### config.mk
export PLATFORM = sky130hd
export DESIGN_NAME = cache_axi_bridge_flat
export DESIGN_NICKNAME = d
export VERILOG_FILES = /design/src/rtl/cache_axi_pkg.sv /design/src/rtl/cache_axi_bridge_if.sv /design/src/rtl/bridge_arbiter.sv /design/src/rtl/cache_axi_bridge.sv /design/src/flat_wrapper.sv
export SDC_FILE = /design/constraint.sdc
export NUM_CORES = 1
export LEC_CHECK = 0
export CAP_MARGIN = 15
export CORE_AREA = 2 2 160 162
export DETAILED_ROUTE_END_ITERATION = 8
export DIE_AREA = 0 0 162 164
export GPL_TIMING_DRIVEN = 0
export HOLD_SLACK_MARGIN = 0.03
export PLACE_DENSITY_LB_ADDON = 0.3
export RECOVER_POWER = 25
export SLEW_MARGIN = 40
export SYNTH_ARGS = -nofsm -noshare
export SYNTH_HDL_FRONTEND = slang
export SYNTH_SLANG_ARGS = --single-unit
### constraint.sdc
create_clock -name clk -period 2.7 [get_ports clk]
set_clock_uncertainty 0.1 [all_clocks]
set_input_delay 0.54 -clock clk [delete_from_list [all_inputs] [get_ports clk]]
set_output_delay 0.54 -clock clk [all_outputs]
set_load 0.005 [all_outputs]
### src/rtl/cache_axi_pkg.sv
// Shared types and constants for the cache-to-AXI bridge: FSM states, AXI IDs,
// the fixed single-beat AXI sideband values, and the write-strobe helper.
package cache_axi_pkg;

  typedef enum logic [2:0] {
    S_IDLE,
    S_RADDR,
    S_RDATA,
    S_WADDR,
    S_WRESP
  } bridge_state_e;

  localparam logic [3:0] ID_INST = 4'd0;
  localparam logic [3:0] ID_DATA = 4'd1;

  localparam logic [7:0] AXI_LEN_SINGLE  = 8'd0;
  localparam logic [1:0] AXI_BURST_INCR  = 2'b01;
  localparam logic [1:0] AXI_LOCK_NORMAL = 2'b00;
  localparam logic [3:0] AXI_CACHE_NONE  = 4'b0000;
  localparam logic [2:0] AXI_PROT_NONE   = 3'b000;

  // Byte lanes touched by a cache store; word and larger sizes enable all four lanes.
  function automatic logic [3:0] size_to_wstrb(input logic [1:0] size, input logic [1:0] offset);
    logic [3:0] strb;
    case (size)
      2'b00:   strb = 4'b0001 << offset;
      2'b01:   strb = 4'b0011 << offset;
      default: strb = 4'b1111;
    endcase
    return strb;
  endfunction

endpackage

### src/rtl/cache_axi_bridge_if.sv
// Bundle of the inst/data cache ports and the AXI master channels.
// The master modport is the bridge's view; slave is the caches-plus-memory view.
interface cache_axi_bridge_if;

  logic        inst_req;
  logic        inst_wr;
  logic [1:0]  inst_size;
  logic [31:0] inst_addr;
  logic [31:0] inst_wdata;
  logic [31:0] inst_rdata;
  logic        inst_addr_ok;
  logic        inst_data_ok;

  logic        data_req;
  logic        data_wr;
  logic [1:0]  data_size;
  logic [31:0] data_addr;
  logic [31:0] data_wdata;
  logic [31:0] data_rdata;
  logic        data_addr_ok;
  logic        data_data_ok;

  logic [3:0]  arid;
  logic [31:0] araddr;
  logic [7:0]  arlen;
  logic [2:0]  arsize;
  logic [1:0]  arburst;
  logic [1:0]  arlock;
  logic [3:0]  arcache;
  logic [2:0]  arprot;
  logic        arvalid;
  logic        arready;

  logic [3:0]  rid;
  logic [31:0] rdata;
  logic        rvalid;
  logic        rready;

  logic [3:0]  awid;
  logic [31:0] awaddr;
  logic [7:0]  awlen;
  logic [2:0]  awsize;
  logic [1:0]  awburst;
  logic [1:0]  awlock;
  logic [3:0]  awcache;
  logic [2:0]  awprot;
  logic        awvalid;
  logic        awready;

  logic [3:0]  wid;
  logic [31:0] wdata;
  logic [3:0]  wstrb;
  logic        wlast;
  logic        wvalid;
  logic        wready;

  logic [3:0]  bid;
  logic        bvalid;
  logic        bready;

  modport master (
    input  inst_req, inst_wr, inst_size, inst_addr, inst_wdata,
    output inst_rdata, inst_addr_ok, inst_data_ok,
    input  data_req, data_wr, data_size, data_addr, data_wdata,
    output data_rdata, data_addr_ok, data_data_ok,
    output arid, araddr, arlen, arsize, arburst, arlock, arcache, arprot, arvalid,
    input  arready,
    input  rid, rdata, rvalid,
    output rready,
    output awid, awaddr, awlen, awsize, awburst, awlock, awcache, awprot, awvalid,
    input  awready,
    output wid, wdata, wstrb, wlast, wvalid,
    input  wready,
    input  bid, bvalid,
    output bready
  );

  modport slave (
    output inst_req, inst_wr, inst_size, inst_addr, inst_wdata,
    input  inst_rdata, inst_addr_ok, inst_data_ok,
    output data_req, data_wr, data_size, data_addr, data_wdata,
    input  data_rdata, data_addr_ok, data_data_ok,
    input  arid, araddr, arlen, arsize, arburst, arlock, arcache, arprot, arvalid,
    output arready,
    output rid, rdata, rvalid,
    input  rready,
    input  awid, awaddr, awlen, awsize, awburst, awlock, awcache, awprot, awvalid,
    output awready,
    input  wid, wdata, wstrb, wlast, wvalid,
    output wready,
    output bid, bvalid,
    input  bready
  );

endinterface

### src/rtl/bridge_arbiter.sv
// Picks one of the inst/data cache requests while the bridge is idle; grant is one-hot
// with bit 0 = inst and bit 1 = data. Define ARB_RR_EN for round-robin conflict resolution.
module bridge_arbiter #(
  parameter logic ARB_INIT = 1'b1
) (
`ifdef ARB_RR_EN
  input  logic       clk,
  input  logic       rst,
`endif
  input  logic       inst_req,
  input  logic       data_req,
  input  logic       idle,
  output logic [1:0] grant
);

`ifdef ARB_RR_EN
  logic prefer_data_q, prefer_data_d;

  // On a conflict the pointer decides; after any grant it swings to the other port.
  always_comb begin
    grant = 2'b00;
    if (idle) begin
      if (inst_req && data_req) begin
        grant = prefer_data_q ? 2'b10 : 2'b01;
      end else if (data_req) begin
        grant = 2'b10;
      end else if (inst_req) begin
        grant = 2'b01;
      end
    end
    prefer_data_d = prefer_data_q;
    if (grant[1]) begin
      prefer_data_d = 1'b0;
    end else if (grant[0]) begin
      prefer_data_d = 1'b1;
    end
  end

  always_ff @(posedge clk or posedge rst) begin
    if (rst) begin
      prefer_data_q <= ARB_INIT;
    end else begin
      prefer_data_q <= prefer_data_d;
    end
  end
`else
  logic unused_arb_init;
  assign unused_arb_init = ARB_INIT;

  always_comb begin
    grant = 2'b00;
    if (idle) begin
      if (data_req) begin
        grant = 2'b10;
      end else if (inst_req) begin
        grant = 2'b01;
      end
    end
  end
`endif

endmodule

### src/rtl/cache_axi_bridge.sv
// Bridges the inst and data cache ports onto one AXI master, one transaction at a time.
// Optional macro ARB_RR_EN switches same-cycle conflicts from data-first to round-robin.
module cache_axi_bridge
  import cache_axi_pkg::*;
#(
  parameter logic ARB_INIT = 1'b1
) (
  input logic                clk,
  input logic                rst,
  cache_axi_bridge_if.master bus
);

  bridge_state_e state_q, state_d;
  logic          owner_q, owner_d;
  logic          wr_q, wr_d;
  logic [1:0]    size_q, size_d;
  logic [31:0]   addr_q, addr_d;
  logic [31:0]   wdata_q, wdata_d;
  logic          aw_done_q, aw_done_d;
  logic          w_done_q, w_done_d;

  logic [1:0]    grant;
  logic          idle;
  logic          xfer_ok;
  logic          arvalid, rready, awvalid, wvalid, bready;
  logic          aw_now, w_now;
  logic [3:0]    axi_id;
  logic          unused_ids;

  assign idle = (state_q == S_IDLE);

  bridge_arbiter #(
    .ARB_INIT(ARB_INIT)
  ) u_arbiter (
`ifdef ARB_RR_EN
    .clk     (clk),
    .rst     (rst),
`endif
    .inst_req(bus.inst_req),
    .data_req(bus.data_req),
    .idle    (idle),
    .grant   (grant)
  );

  // Transaction FSM; owner_q = 1 marks the data port as the requester in flight.
  always_comb begin
    state_d   = state_q;
    owner_d   = owner_q;
    wr_d      = wr_q;
    size_d    = size_q;
    addr_d    = addr_q;
    wdata_d   = wdata_q;
    aw_done_d = aw_done_q;
    w_done_d  = w_done_q;
    arvalid   = 1'b0;
    rready    = 1'b0;
    awvalid   = 1'b0;
    wvalid    = 1'b0;
    bready    = 1'b0;
    xfer_ok   = 1'b0;
    aw_now    = 1'b0;
    w_now     = 1'b0;

    case (state_q)
      S_IDLE: begin
        if (grant[1]) begin
          owner_d = 1'b1;
          wr_d    = bus.data_wr;
          size_d  = bus.data_size;
          addr_d  = bus.data_addr;
          wdata_d = bus.data_wdata;
          state_d = bus.data_wr ? S_WADDR : S_RADDR;
        end else if (grant[0]) begin
          owner_d = 1'b0;
          wr_d    = bus.inst_wr;
          size_d  = bus.inst_size;
          addr_d  = bus.inst_addr;
          wdata_d = bus.inst_wdata;
          state_d = bus.inst_wr ? S_WADDR : S_RADDR;
        end
      end
      S_RADDR: begin
        arvalid = 1'b1;
        if (bus.arready) begin
          state_d = S_RDATA;
        end
      end
      S_RDATA: begin
        rready = 1'b1;
        if (bus.rvalid && !wr_q) begin
          xfer_ok = 1'b1;
          state_d = S_IDLE;
        end
      end
      // Address and data channels finish independently; leave once both are done.
      S_WADDR: begin
        awvalid = !aw_done_q;
        wvalid  = !w_done_q;
        aw_now  = aw_done_q || bus.awready;
        w_now   = w_done_q || bus.wready;
        if (aw_now && w_now) begin
          aw_done_d = 1'b0;
          w_done_d  = 1'b0;
          state_d   = S_WRESP;
        end else begin
          aw_done_d = aw_now;
          w_done_d  = w_now;
        end
      end
      S_WRESP: begin
        bready = 1'b1;
        if (bus.bvalid && wr_q) begin
          xfer_ok = 1'b1;
          state_d = S_IDLE;
        end
      end
      default: begin
        state_d = S_IDLE;
      end
    endcase
  end

  always_ff @(posedge clk or posedge rst) begin
    if (rst) begin
      state_q   <= S_IDLE;
      owner_q   <= 1'b0;
      wr_q      <= 1'b0;
      size_q    <= 2'b00;
      addr_q    <= 32'd0;
      wdata_q   <= 32'd0;
      aw_done_q <= 1'b0;
      w_done_q  <= 1'b0;
    end else begin
      state_q   <= state_d;
      owner_q   <= owner_d;
      wr_q      <= wr_d;
      size_q    <= size_d;
      addr_q    <= addr_d;
      wdata_q   <= wdata_d;
      aw_done_q <= aw_done_d;
      w_done_q  <= w_done_d;
    end
  end

  assign axi_id = owner_q ? ID_DATA : ID_INST;

  assign bus.inst_addr_ok = grant[0];
  assign bus.data_addr_ok = grant[1];
  assign bus.inst_data_ok = xfer_ok && !owner_q;
  assign bus.data_data_ok = xfer_ok && owner_q;
  assign bus.inst_rdata   = bus.rdata;
  assign bus.data_rdata   = bus.rdata;

  assign bus.arid    = axi_id;
  assign bus.araddr  = addr_q;
  assign bus.arlen   = AXI_LEN_SINGLE;
  assign bus.arsize  = {1'b0, size_q};
  assign bus.arburst = AXI_BURST_INCR;
  assign bus.arlock  = AXI_LOCK_NORMAL;
  assign bus.arcache = AXI_CACHE_NONE;
  assign bus.arprot  = AXI_PROT_NONE;
  assign bus.arvalid = arvalid;
  assign bus.rready  = rready;

  assign bus.awid    = axi_id;
  assign bus.awaddr  = addr_q;
  assign bus.awlen   = AXI_LEN_SINGLE;
  assign bus.awsize  = {1'b0, size_q};
  assign bus.awburst = AXI_BURST_INCR;
  assign bus.awlock  = AXI_LOCK_NORMAL;
  assign bus.awcache = AXI_CACHE_NONE;
  assign bus.awprot  = AXI_PROT_NONE;
  assign bus.awvalid = awvalid;

  assign bus.wid     = axi_id;
  assign bus.wdata   = wdata_q;
  assign bus.wstrb   = size_to_wstrb(size_q, addr_q[1:0]);
  assign bus.wlast   = 1'b1;
  assign bus.wvalid  = wvalid;
  assign bus.bready  = bready;

  // With one transaction in flight the response IDs carry no information.
  assign unused_ids = ^{bus.rid, bus.bid};

endmodule

### src/flat_wrapper.sv
// flat-port wrapper written by rule: the top's interface ports become plain ports
module cache_axi_bridge_flat import cache_axi_pkg::*;
#(
  parameter logic ARB_INIT = 1'b1
)
  (clk, rst, bus_inst_req, bus_inst_wr, bus_inst_size, bus_inst_addr, bus_inst_wdata, bus_inst_rdata, bus_inst_addr_ok, bus_inst_data_ok, bus_data_req, bus_data_wr, bus_data_size, bus_data_addr, bus_data_wdata, bus_data_rdata, bus_data_addr_ok, bus_data_data_ok, bus_arid, bus_araddr, bus_arlen, bus_arsize, bus_arburst, bus_arlock, bus_arcache, bus_arprot, bus_arvalid, bus_arready, bus_rid, bus_rdata, bus_rvalid, bus_rready, bus_awid, bus_awaddr, bus_awlen, bus_awsize, bus_awburst, bus_awlock, bus_awcache, bus_awprot, bus_awvalid, bus_awready, bus_wid, bus_wdata, bus_wstrb, bus_wlast, bus_wvalid, bus_wready, bus_bid, bus_bvalid, bus_bready);
  cache_axi_bridge_if bus_i ();
  input logic clk;
  input logic rst;
  input wire logic [$bits(bus_i.inst_req)-1:0] bus_inst_req;
  input wire logic [$bits(bus_i.inst_wr)-1:0] bus_inst_wr;
  input wire logic [$bits(bus_i.inst_size)-1:0] bus_inst_size;
  input wire logic [$bits(bus_i.inst_addr)-1:0] bus_inst_addr;
  input wire logic [$bits(bus_i.inst_wdata)-1:0] bus_inst_wdata;
  output wire logic [$bits(bus_i.inst_rdata)-1:0] bus_inst_rdata;
  output wire logic [$bits(bus_i.inst_addr_ok)-1:0] bus_inst_addr_ok;
  output wire logic [$bits(bus_i.inst_data_ok)-1:0] bus_inst_data_ok;
  input wire logic [$bits(bus_i.data_req)-1:0] bus_data_req;
  input wire logic [$bits(bus_i.data_wr)-1:0] bus_data_wr;
  input wire logic [$bits(bus_i.data_size)-1:0] bus_data_size;
  input wire logic [$bits(bus_i.data_addr)-1:0] bus_data_addr;
  input wire logic [$bits(bus_i.data_wdata)-1:0] bus_data_wdata;
  output wire logic [$bits(bus_i.data_rdata)-1:0] bus_data_rdata;
  output wire logic [$bits(bus_i.data_addr_ok)-1:0] bus_data_addr_ok;
  output wire logic [$bits(bus_i.data_data_ok)-1:0] bus_data_data_ok;
  output wire logic [$bits(bus_i.arid)-1:0] bus_arid;
  output wire logic [$bits(bus_i.araddr)-1:0] bus_araddr;
  output wire logic [$bits(bus_i.arlen)-1:0] bus_arlen;
  output wire logic [$bits(bus_i.arsize)-1:0] bus_arsize;
  output wire logic [$bits(bus_i.arburst)-1:0] bus_arburst;
  output wire logic [$bits(bus_i.arlock)-1:0] bus_arlock;
  output wire logic [$bits(bus_i.arcache)-1:0] bus_arcache;
  output wire logic [$bits(bus_i.arprot)-1:0] bus_arprot;
  output wire logic [$bits(bus_i.arvalid)-1:0] bus_arvalid;
  input wire logic [$bits(bus_i.arready)-1:0] bus_arready;
  input wire logic [$bits(bus_i.rid)-1:0] bus_rid;
  input wire logic [$bits(bus_i.rdata)-1:0] bus_rdata;
  input wire logic [$bits(bus_i.rvalid)-1:0] bus_rvalid;
  output wire logic [$bits(bus_i.rready)-1:0] bus_rready;
  output wire logic [$bits(bus_i.awid)-1:0] bus_awid;
  output wire logic [$bits(bus_i.awaddr)-1:0] bus_awaddr;
  output wire logic [$bits(bus_i.awlen)-1:0] bus_awlen;
  output wire logic [$bits(bus_i.awsize)-1:0] bus_awsize;
  output wire logic [$bits(bus_i.awburst)-1:0] bus_awburst;
  output wire logic [$bits(bus_i.awlock)-1:0] bus_awlock;
  output wire logic [$bits(bus_i.awcache)-1:0] bus_awcache;
  output wire logic [$bits(bus_i.awprot)-1:0] bus_awprot;
  output wire logic [$bits(bus_i.awvalid)-1:0] bus_awvalid;
  input wire logic [$bits(bus_i.awready)-1:0] bus_awready;
  output wire logic [$bits(bus_i.wid)-1:0] bus_wid;
  output wire logic [$bits(bus_i.wdata)-1:0] bus_wdata;
  output wire logic [$bits(bus_i.wstrb)-1:0] bus_wstrb;
  output wire logic [$bits(bus_i.wlast)-1:0] bus_wlast;
  output wire logic [$bits(bus_i.wvalid)-1:0] bus_wvalid;
  input wire logic [$bits(bus_i.wready)-1:0] bus_wready;
  input wire logic [$bits(bus_i.bid)-1:0] bus_bid;
  input wire logic [$bits(bus_i.bvalid)-1:0] bus_bvalid;
  output wire logic [$bits(bus_i.bready)-1:0] bus_bready;
  assign bus_i.inst_req = bus_inst_req;
  assign bus_i.inst_wr = bus_inst_wr;
  assign bus_i.inst_size = bus_inst_size;
  assign bus_i.inst_addr = bus_inst_addr;
  assign bus_i.inst_wdata = bus_inst_wdata;
  assign bus_inst_rdata = bus_i.inst_rdata;
  assign bus_inst_addr_ok = bus_i.inst_addr_ok;
  assign bus_inst_data_ok = bus_i.inst_data_ok;
  assign bus_i.data_req = bus_data_req;
  assign bus_i.data_wr = bus_data_wr;
  assign bus_i.data_size = bus_data_size;
  assign bus_i.data_addr = bus_data_addr;
  assign bus_i.data_wdata = bus_data_wdata;
  assign bus_data_rdata = bus_i.data_rdata;
  assign bus_data_addr_ok = bus_i.data_addr_ok;
  assign bus_data_data_ok = bus_i.data_data_ok;
  assign bus_arid = bus_i.arid;
  assign bus_araddr = bus_i.araddr;
  assign bus_arlen = bus_i.arlen;
  assign bus_arsize = bus_i.arsize;
  assign bus_arburst = bus_i.arburst;
  assign bus_arlock = bus_i.arlock;
  assign bus_arcache = bus_i.arcache;
  assign bus_arprot = bus_i.arprot;
  assign bus_arvalid = bus_i.arvalid;
  assign bus_i.arready = bus_arready;
  assign bus_i.rid = bus_rid;
  assign bus_i.rdata = bus_rdata;
  assign bus_i.rvalid = bus_rvalid;
  assign bus_rready = bus_i.rready;
  assign bus_awid = bus_i.awid;
  assign bus_awaddr = bus_i.awaddr;
  assign bus_awlen = bus_i.awlen;
  assign bus_awsize = bus_i.awsize;
  assign bus_awburst = bus_i.awburst;
  assign bus_awlock = bus_i.awlock;
  assign bus_awcache = bus_i.awcache;
  assign bus_awprot = bus_i.awprot;
  assign bus_awvalid = bus_i.awvalid;
  assign bus_i.awready = bus_awready;
  assign bus_wid = bus_i.wid;
  assign bus_wdata = bus_i.wdata;
  assign bus_wstrb = bus_i.wstrb;
  assign bus_wlast = bus_i.wlast;
  assign bus_wvalid = bus_i.wvalid;
  assign bus_i.wready = bus_wready;
  assign bus_i.bid = bus_bid;
  assign bus_i.bvalid = bus_bvalid;
  assign bus_bready = bus_i.bready;
  cache_axi_bridge #(.ARB_INIT(ARB_INIT)) u_core (.clk(clk), .rst(rst), .bus(bus_i));
endmodule
# After elaboration in Yosys (flattened, before gate mapping)
# Index checks and enable logic that the tools add are counted.
# word_totals
regBits	73
output_inout_bits	230
# op_classes
mux	34
n_shift	2
reduce_logical	16
n_eq_ne	10
# ops
cell	count
$mux W32	4
$mux W3	6
$mux W1	15
$pmux W3 S5	1
$mux W2	6
$pmux W4 S2	1
$eq A3 B2 Y1 const B	2
$ne A2 B1 Y1 const B	3
$logic_and A1 B1 Y1	5
$reduce_and A5 Y1	1
$logic_not A1 Y1	4
$shl A1 B2 Y4 const A	1
$shl A2 B2 Y4 const A	1
$eq A3 B1 Y1 const B	1
$eq A3 B3 Y1 const B	1
$logic_not A3 Y1	1
$ne A3 B1 Y1 const B	1
$eq A2 B1 Y1 const B	1
$logic_not A2 Y1	1
$logic_or A1 B1 Y1	2
$ne A2 B2 Y1 const B	1
$pmux W1 S2	1
$reduce_and A2 Y1	1
$reduce_bool A2 Y1	1

# Longest topological paths before layout
# Gate-level depths: netlist of the first run.
# logic_depth
depth_word	6
depth_mapped	8
mapped_depth_nobuf	5

# Hierarchy
# A second synthesis of the first run with hierarchy kept.
# hier_totals
cells_unflattened	503
hier_area_um2	4688.2
# by_module_without_submodules
module	area_per_inst_um2	seq_area_each_um2	cells_each	n_inst
cache_axi_bridge	4672.0	1826.8	501	1
bridge_arbiter	16.3	0.0	2	1

# Least setup slack after synthesis of the first run
# Ideal clock, no wire load.
# synth_timing
kind	register to output
from	reg u_core.state_q[0]
to	out bus_data_data_ok
stages_incl_launch_ff	5
arrival_ps	1140
setup_slack_ps	920
required_ps	2060
cell_sequence	dfrtp_1 -> buf_2 -> nor3b_1 -> a32oi_1 -> nor2b_1
# synth_via
elab_chain_len	3
# synth_lines
element	line_no	source
from (decl)	cache_axi_bridge.sv:13	bridge_state_e state_q, state_d;
from (signal assigned)	cache_axi_bridge.sv:134	state_q <= state_d;
$eq A3 B3 Y1 / $eq A3 B2 Y1 (equally long branches)	cache_axi_bridge.sv:64	case (state_q)
$pmux W1 S2 (*)	cache_axi_bridge.sv:64	
$logic_and A1 B1 Y1 (*)	cache_axi_bridge.sv:150	assign bus.data_data_ok = xfer_ok && owner_q;
to (decl)	flat_wrapper.sv:25	output wire logic [$bits(bus_i.data_data_ok)-1:0] bus_data_data_ok;
# Every way passes the cells marked *; elsewhere a longest branch is shown, timed or not.

# Worst setup path in the final report of the first run
# layout_timing
from	reg u_core.state_q[1]
to	out bus_inst_addr_ok
# layout_via
elab_chain_len	2
# layout_lines
element	line_no	source
$logic_not A3 Y1	cache_axi_bridge.sv:30	assign idle = (state_q == S_IDLE);
$mux W2	bridge_arbiter.sv:52	if (idle) begin
to (decl)	flat_wrapper.sv:16	output wire logic [$bits(bus_i.inst_addr_ok)-1:0] bus_inst_addr_ok;
# No other way between the ends.

==> results of run 1 <==
-- tightest hold or removal path, stage by stage (launching register included) --
cell and delay, ps:
dfrtp_1 370, nand2_1 60, a31oi_1 70
-- layer usage --
| metal | vias to the layer above | GRT usage [%] |
|---|---|---|
| met2 | 248 | 25.1 |
| met5 | - | 0 |
| met1 | 2275 | 16.3 |
| li1 | 2449 | - |
| met4 | 0 | 3.86 |
| met3 | 14 | 3.59 |
-- cell families after synthesis --
group,Yosys count,share of synthesized area (%)
flip-flops,73,39.9
other,2,0.164
AND/OR/NAND/NOR,230,20.1
buffers and inverters,186,28.3
AO/OA/AOI/OAI,84,11.6
-- Yosys cell counts (2+ instances only) --
library cell / count
nand2b_1: 2
nor2_1: 78
inv_2: 2
a21oi_1: 6
clkbuf_1: 17
buf_4: 152
inv_1: 2
nor3b_1: 2
nor2b_1: 5
nand2_1: 136
buf_6: 2
buf_2: 9
buf_1: 2
dfrtp_1: 73
o21bai_1: 2
conb_1: 2
a22o_1: 2
o21ai_0: 2
a31oi_1: 67
-- worst min-delay path by stage --
stage | from | endpoint | slack [ps] | cells after the start
after floorplan | u_core.wr_q | u_core.wr_q | 420 | 1
after global placement | u_core.bus.wdata[16] | u_core.bus.wdata[16] | 430 | 2
after detailed placement | u_core.bus.wdata[5] | u_core.bus.wdata[5] | 430 | 2
after CTS | u_core.bus.wdata[29] | u_core.bus.wdata[29] | 440 | 2
after global routing | u_core.bus.wdata[0] | u_core.bus.wdata[0] | 460 | 2
final | u_core.bus.wdata[29] | u_core.bus.wdata[29] | 440 | 2
-- where the power goes --
group	switching [mW]	total (mW)	internal, mW
sequential	0.469	2.14	1.67
clock	0.515	1.34	0.829
combinational	1.73	4.55	2.82
-- per-stage QoR --
step                      util, %  area, um^2  total power, mW  worst slack [ps]  hold slack, ps
after floorplan                 -        4760             3.97               207             417
after global placement       33.8        8400             6.61             -1430             429
after detailed placement     33.9        8420             6.66              -543             433
after CTS                    35.3        8770             8.06             -3.76             442
after global routing         35.8        8870             8.64             -35.4             458
final                        35.8        8870             8.03               100             438
-- flip-flops by register name (all words and copies together), names as in the netlist --
name and count:
u_core.state_q 3, u_core.size_q 2, u_core.bus.araddr 32, u_core.bus.wdata 32, u_core.aw_done_q 1, u_core.wr_q 1
u_core.w_done_q 1, u_core.owner_q 1
-- final cells by class --
cell class	count	area share [%]
plain buffers	180	14.3
clock buffers	10	2.69
multi-input cells	364	19.1
repair buffers	333	37.4
well taps	330	4.65
flip-flops and latches	73	20.6
inverters	4	0.310
clock inverters	5	0.902
-- what timing repair did --
action | in CTS | in global routing
resized for setup | 8 | 8
gates cloned | 0 | 0
setup buffers | 1 | 9
pin swaps | 1 | 1
endpoints found under the setup margin | 4 | 4
==> impl_results.md, run 1 <==
* Maxcap violations at 1
* Worst R2R Start: u_core.state_q[0]
* Die outline height at 164 um
* Status: complete, but fails checks
* Placer Congestion at 0.809
* Arrival @ worst endpoint at 1960 ps
* Startpoint Class: flip-flop
* Reg2Reg Depth at 9
* Seq cells post-synth at 73
* Largest net degree at the start of global routing at 38
* Setup CP Type: flip-flop to output pin
* Asr flop ratio synth at 100%
* Synthesis Warnings at 0
* Die X at 162 um
* First-pass DRT Iterations at 4
* Reg clk slew, reported paths at 60 ps
* Synth cell types at 31
* Post-Syn Area at 4580 um^2
* Wire length on met1 at 7750 um
* Synth area leaders: dfrtp_1, buf_4, nand2_1, a31oi_1, nor2_1
* WP buf/inv at 4
* Final #Nets at 1,148
* Final hold violations at 0
* Dpl cells at 1,276
* All-layer global routing usage at 13.9%
* Count of final setup violators at 0
* Slowest stage cell, crit path: clkdlybuf4s50_1
* Synth-to-Final Area Change at 93.7%
* Tcrit/Tclk final at 96.3%
* DR WL met3 at 1470 um
* # clock sinks at 73
* Post-Syn Instances at 575
* Iteration-0 DRC count of the detailed router at 204
* First-pass GRT wire length at 28,000 um
* Initial antenna violation count at 0
* Ports at 413
* Crit path max-delay family: buffers and inverters
* Number of global-route vias before repair at 4,872
* Uppermost routed layer: met4
* Post-CTS Hold Buffers at 0
* Post-synth EDFFs at 0
* Dpl hpwl at 15,500 um
* Sequential element share of the synthesized area at 39.9%
* Metal2 WL at 9950 um
* Dominant cell type by area after synthesis: dfrtp_1
* Multi-input gate area at 1690 um^2
* Unrepaired setup endpoints after global routing: true
* P_leak at 4.01 nW
* Synth Flop Type: dfrtp_1
* Worst r2r dst: u_core.bus.wdata[19]
* Die area at 26,600 um^2
* DRC Markers at 0
* Fmax at 385 MHz
* Hold Path Class: flip-flop to flip-flop
* Crit path launch: u_core.state_q[1]
* Register cell area after layout at 1830 um^2
* Clk root buf: clkbuf_16
* Capturing element type of the critical path: output pin
* Via Count at 4,986
* PortBufs at 322
* CTS tree: yes
* Worst VDD drop at 0.000379 V
* Total grt overflow at 0
* FILL cells at 2,628
* Failing checks: max-capacitance violations, max-slew violations
* Post-layout min period at 2600 ps
* Rows at 58
* Drt wl/cell at 14.9 um
* ANT nets after route at 0
* Slew Viols, Final at 37
* Detailed Route WL at 19,400 um
* CP endpoint: bus_inst_addr_ok
* Antenna Cells at 0
* Worst path max stage delay at 500 ps
* Levels on crit path at 6
* Share of layout cells above drive strength 1 at 20.2%
* CP cell instances: clkbuf_4, nor3_4, buf_4, nand3b_4, clkinv_8, clkdlybuf4s50_1
* Final setup TNS at 0 ps
* Cts bufs inserted at 9
* Core Box Area at 24,800 um^2
* P per Cell Area at 905 nW/um^2
* Deepest clock path buffer count at 2
* Most frequent cells in the layout: clkdlybuf4s50_1, buf_4, nand2_1, nor2_1, dfrtp_1
* Starting density of the core at 18.5%
* Slew @ Worst Pin at 1590 ps
* Crit path max fanout at 11
* Final non-filler cell total at 1,299
* Setup slack, reg-to-reg at 420 ps
* Post-synth top area share at 39.9%
* Worst rel slew slack at -5.88%
* WP data required at 2060 ps
* H-tree depth at 3
* Clk_lat worst skew at 340 ps
* Vias per Instance at 3.84
* Commonest non-fill, non-tap cell in the layout: clkdlybuf4s50_1
* Synth Area per Inst at 7.97 um^2
No activity file was read; power rests on OpenSTA's default activity.
==> run 2, diff against run 1 <==
--- a/config.mk
+++ b/config.mk
@@ -11,6 +11,7 @@
 export DIE_AREA = 0 0 162 164
 export GPL_TIMING_DRIVEN = 0
 export HOLD_SLACK_MARGIN = 0.03
+export MAX_ROUTING_LAYER = met4
 export PLACE_DENSITY_LB_ADDON = 0.3
 export RECOVER_POWER = 25
 export SLEW_MARGIN = 40
==> impl_results.md, run 2 (synthesized netlist as in run 1, its figures left out) <==
* Unrepaired setup endpoints after global routing: true
* Total grt overflow at 0 (unchanged)
* Utilization after layout at 35.8% (unchanged)
* Count of final setup violators at 0 (unchanged)
* CTS tree: yes
* Core Box Area at 24,800 um^2 (unchanged)
* Dpl cells at 1,276 (unchanged)
* Worst VDD drop at 0.000379 V (about the same)
* Worst R2R Start: u_core.state_q[0]
* Capturing element type of the critical path: output pin
* PortBufs at 322 (unchanged)
* Dpl hpwl at 15,500 um (unchanged)
* Cts bufs inserted at 9 (unchanged)
* Commonest non-fill, non-tap cell in the layout: clkdlybuf4s50_1
* Final setup TNS at 0 ps (unchanged)
* Status: complete, but fails checks
* Ports at 413 (unchanged)
* Clk root buf: clkbuf_16
* P per Cell Area at 907 nW/um^2 (+0.16%)
* Rows at 58 (unchanged)
* Vias per Instance at 3.82 (-0.40%)
* Register cell area after layout at 1830 um^2 (unchanged)
* Slew @ Worst Pin at 1580 ps (-6.17 ps)
* Die area at 26,600 um^2 (unchanged)
* Worst rel slew slack at -5.47% (+0.41 points)
* Starting density of the core at 18.5% (unchanged)
* Maxcap violations at 1 (unchanged)
* Deepest clock path buffer count at 2 (unchanged)
* Worst r2r dst: u_core.bus.wdata[19]
* Clk_lat worst skew at 350 ps (about the same)
* Tcrit/Tclk final at 96.6% (+0.31 points)
* H-tree depth at 3 (unchanged)
* Iteration-0 DRC count of the detailed router at 203 (-0.49%)
* Final non-filler cell total at 1,299 (unchanged)
* Setup slack, reg-to-reg at 410 ps (about the same)
* Antenna Cells at 0 (unchanged)
* Multi-input gate area at 1690 um^2 (unchanged)
* Die X at 162 um (unchanged)
* DRC Markers at 0 (unchanged)
* Final #Nets at 1,148 (unchanged)
* Reg2Reg Depth at 9 (unchanged)
* Initial antenna violation count at 0 (unchanged)
* Fmax at 383 MHz (-0.32%)
* Drt wl/cell at 15.0 um (+0.24%)
* Startpoint Class: flip-flop
* Placer Congestion at 0.821 (+1.5%)
* All-layer global routing usage at 14.3% (+0.40 points)
* First-pass GRT wire length at 28,000 um (about the same)
* Hold Path Class: flip-flop to flip-flop
* Post-CTS Hold Buffers at 0 (unchanged)
* Failing checks: max-capacitance violations, max-slew violations
* Post-layout min period at 2610 ps (+8.41 ps)
* WP data required at 2060 ps (about the same)
* ANT nets after route at 0 (unchanged)
* Crit path max fanout at 11 (unchanged)
* Worst hold slack at 440 ps (+2.27 ps)
* Detailed Route WL at 19,500 um (+0.24%)
* Largest net degree at the start of global routing at 38 (unchanged)
* First-pass DRT Iterations at 4 (unchanged)
* Min-delay src: u_core.bus.wdata[0]
* Endpoint, Worst Hold: u_core.bus.wdata[0]
* Share of layout cells above drive strength 1 at 20.2% (unchanged)
* Arrival @ worst endpoint at 1970 ps (about the same)
* Final hold violations at 0 (unchanged)
* Slew Viols, Final at 37 (unchanged)
* Die outline height at 164 um (unchanged)
* Most frequent cells in the layout: clkdlybuf4s50_1, buf_4, nand2_1, nor2_1, dfrtp_1
* # clock sinks at 73 (unchanged)
* FILL cells at 2,628 (unchanged)
* P_leak at 4.01 nW (unchanged)
* Synth-to-Final Area Change at 93.7% (unchanged)
* Reg clk slew, reported paths at 60 ps (about the same)
* Via Count at 4,966 (-0.40%)
* Setup CP Type: flip-flop to output pin
* WHS Path Cells at 2 (unchanged)
* Number of global-route vias before repair at 4,878 (+0.12%)
==> run 2: how the worst max path moves through the flow <==
stage                 startpoint                   end  slack (ps)  depth (start not counted)
2_1_floorplan                rst      u_core.aw_done_q         210                          1
3_3_place_gp                 rst  u_core.bus.wdata[12]       -1430                          2
3_5_place_dp        bus_data_req      bus_data_addr_ok        -540                          5
4_1_cts        u_core.state_q[0]      bus_data_addr_ok          -4                          5
5_1_grt        u_core.state_q[1]      bus_data_data_ok         -30                          6
6_report       u_core.state_q[1]      bus_inst_addr_ok          90                          6
==> run 2: layout make-up <==
cell class                      instances  area share (%)
Timing Repair Buffer                  333            37.4
Sequential cell                        73            20.6
Multi-Input combinational cell        364            19.1
Buffer                                180            14.3
Tap cell                              330            4.65
Clock buffer                           10            2.69
Clock inverter                          5           0.902
Inverter                                4           0.310
==> run 2: report_power, final <==
group / switching [mW] / total [mW] / leakage (nW) / internal (mW)
Combinational: 1.74 / 4.55 / 3.02 / 2.82
Sequential: 0.469 / 2.14 / 0.837 / 1.67
Clock: 0.523 / 1.35 / 0.151 / 0.829
==> run 2: what timing repair did <==
action | in CTS | in global routing
resized for setup | 8 | 8
setup buffers | 1 | 9
pin swaps | 1 | 1
setup endpoints to repair | 4 | 4
==> run 2: layer usage <==
metal	vias up	GRT usage [%]	share of wire, %
met5	-	-	0
li1	2453	-	-
met2	252	25.0	51
met3	13	2.65	6.4
met4	0	3.86	1.4
met1	2248	16.9	41
==> run 2: metrics by stage <==
stage	setup slack, ps	instance area, um^2	total power, mW
2_1_floorplan	207	4760	3.97
3_3_place_gp	-1430	8400	6.61
3_5_place_dp	-543	8420	6.66
4_1_cts	-3.76	8770	8.06
5_1_grt	-33.8	8870	8.64
6_report	92.0	8870	8.05
==> run 2: critical path, cell delays in order, from the launching register on <==
cell and delay (ps):
dfrtp_1 350, clkbuf_4 180, nor3_4 190, buf_4 140, nand3b_4 130, clkinv_8 110, clkdlybuf4s50_1 500
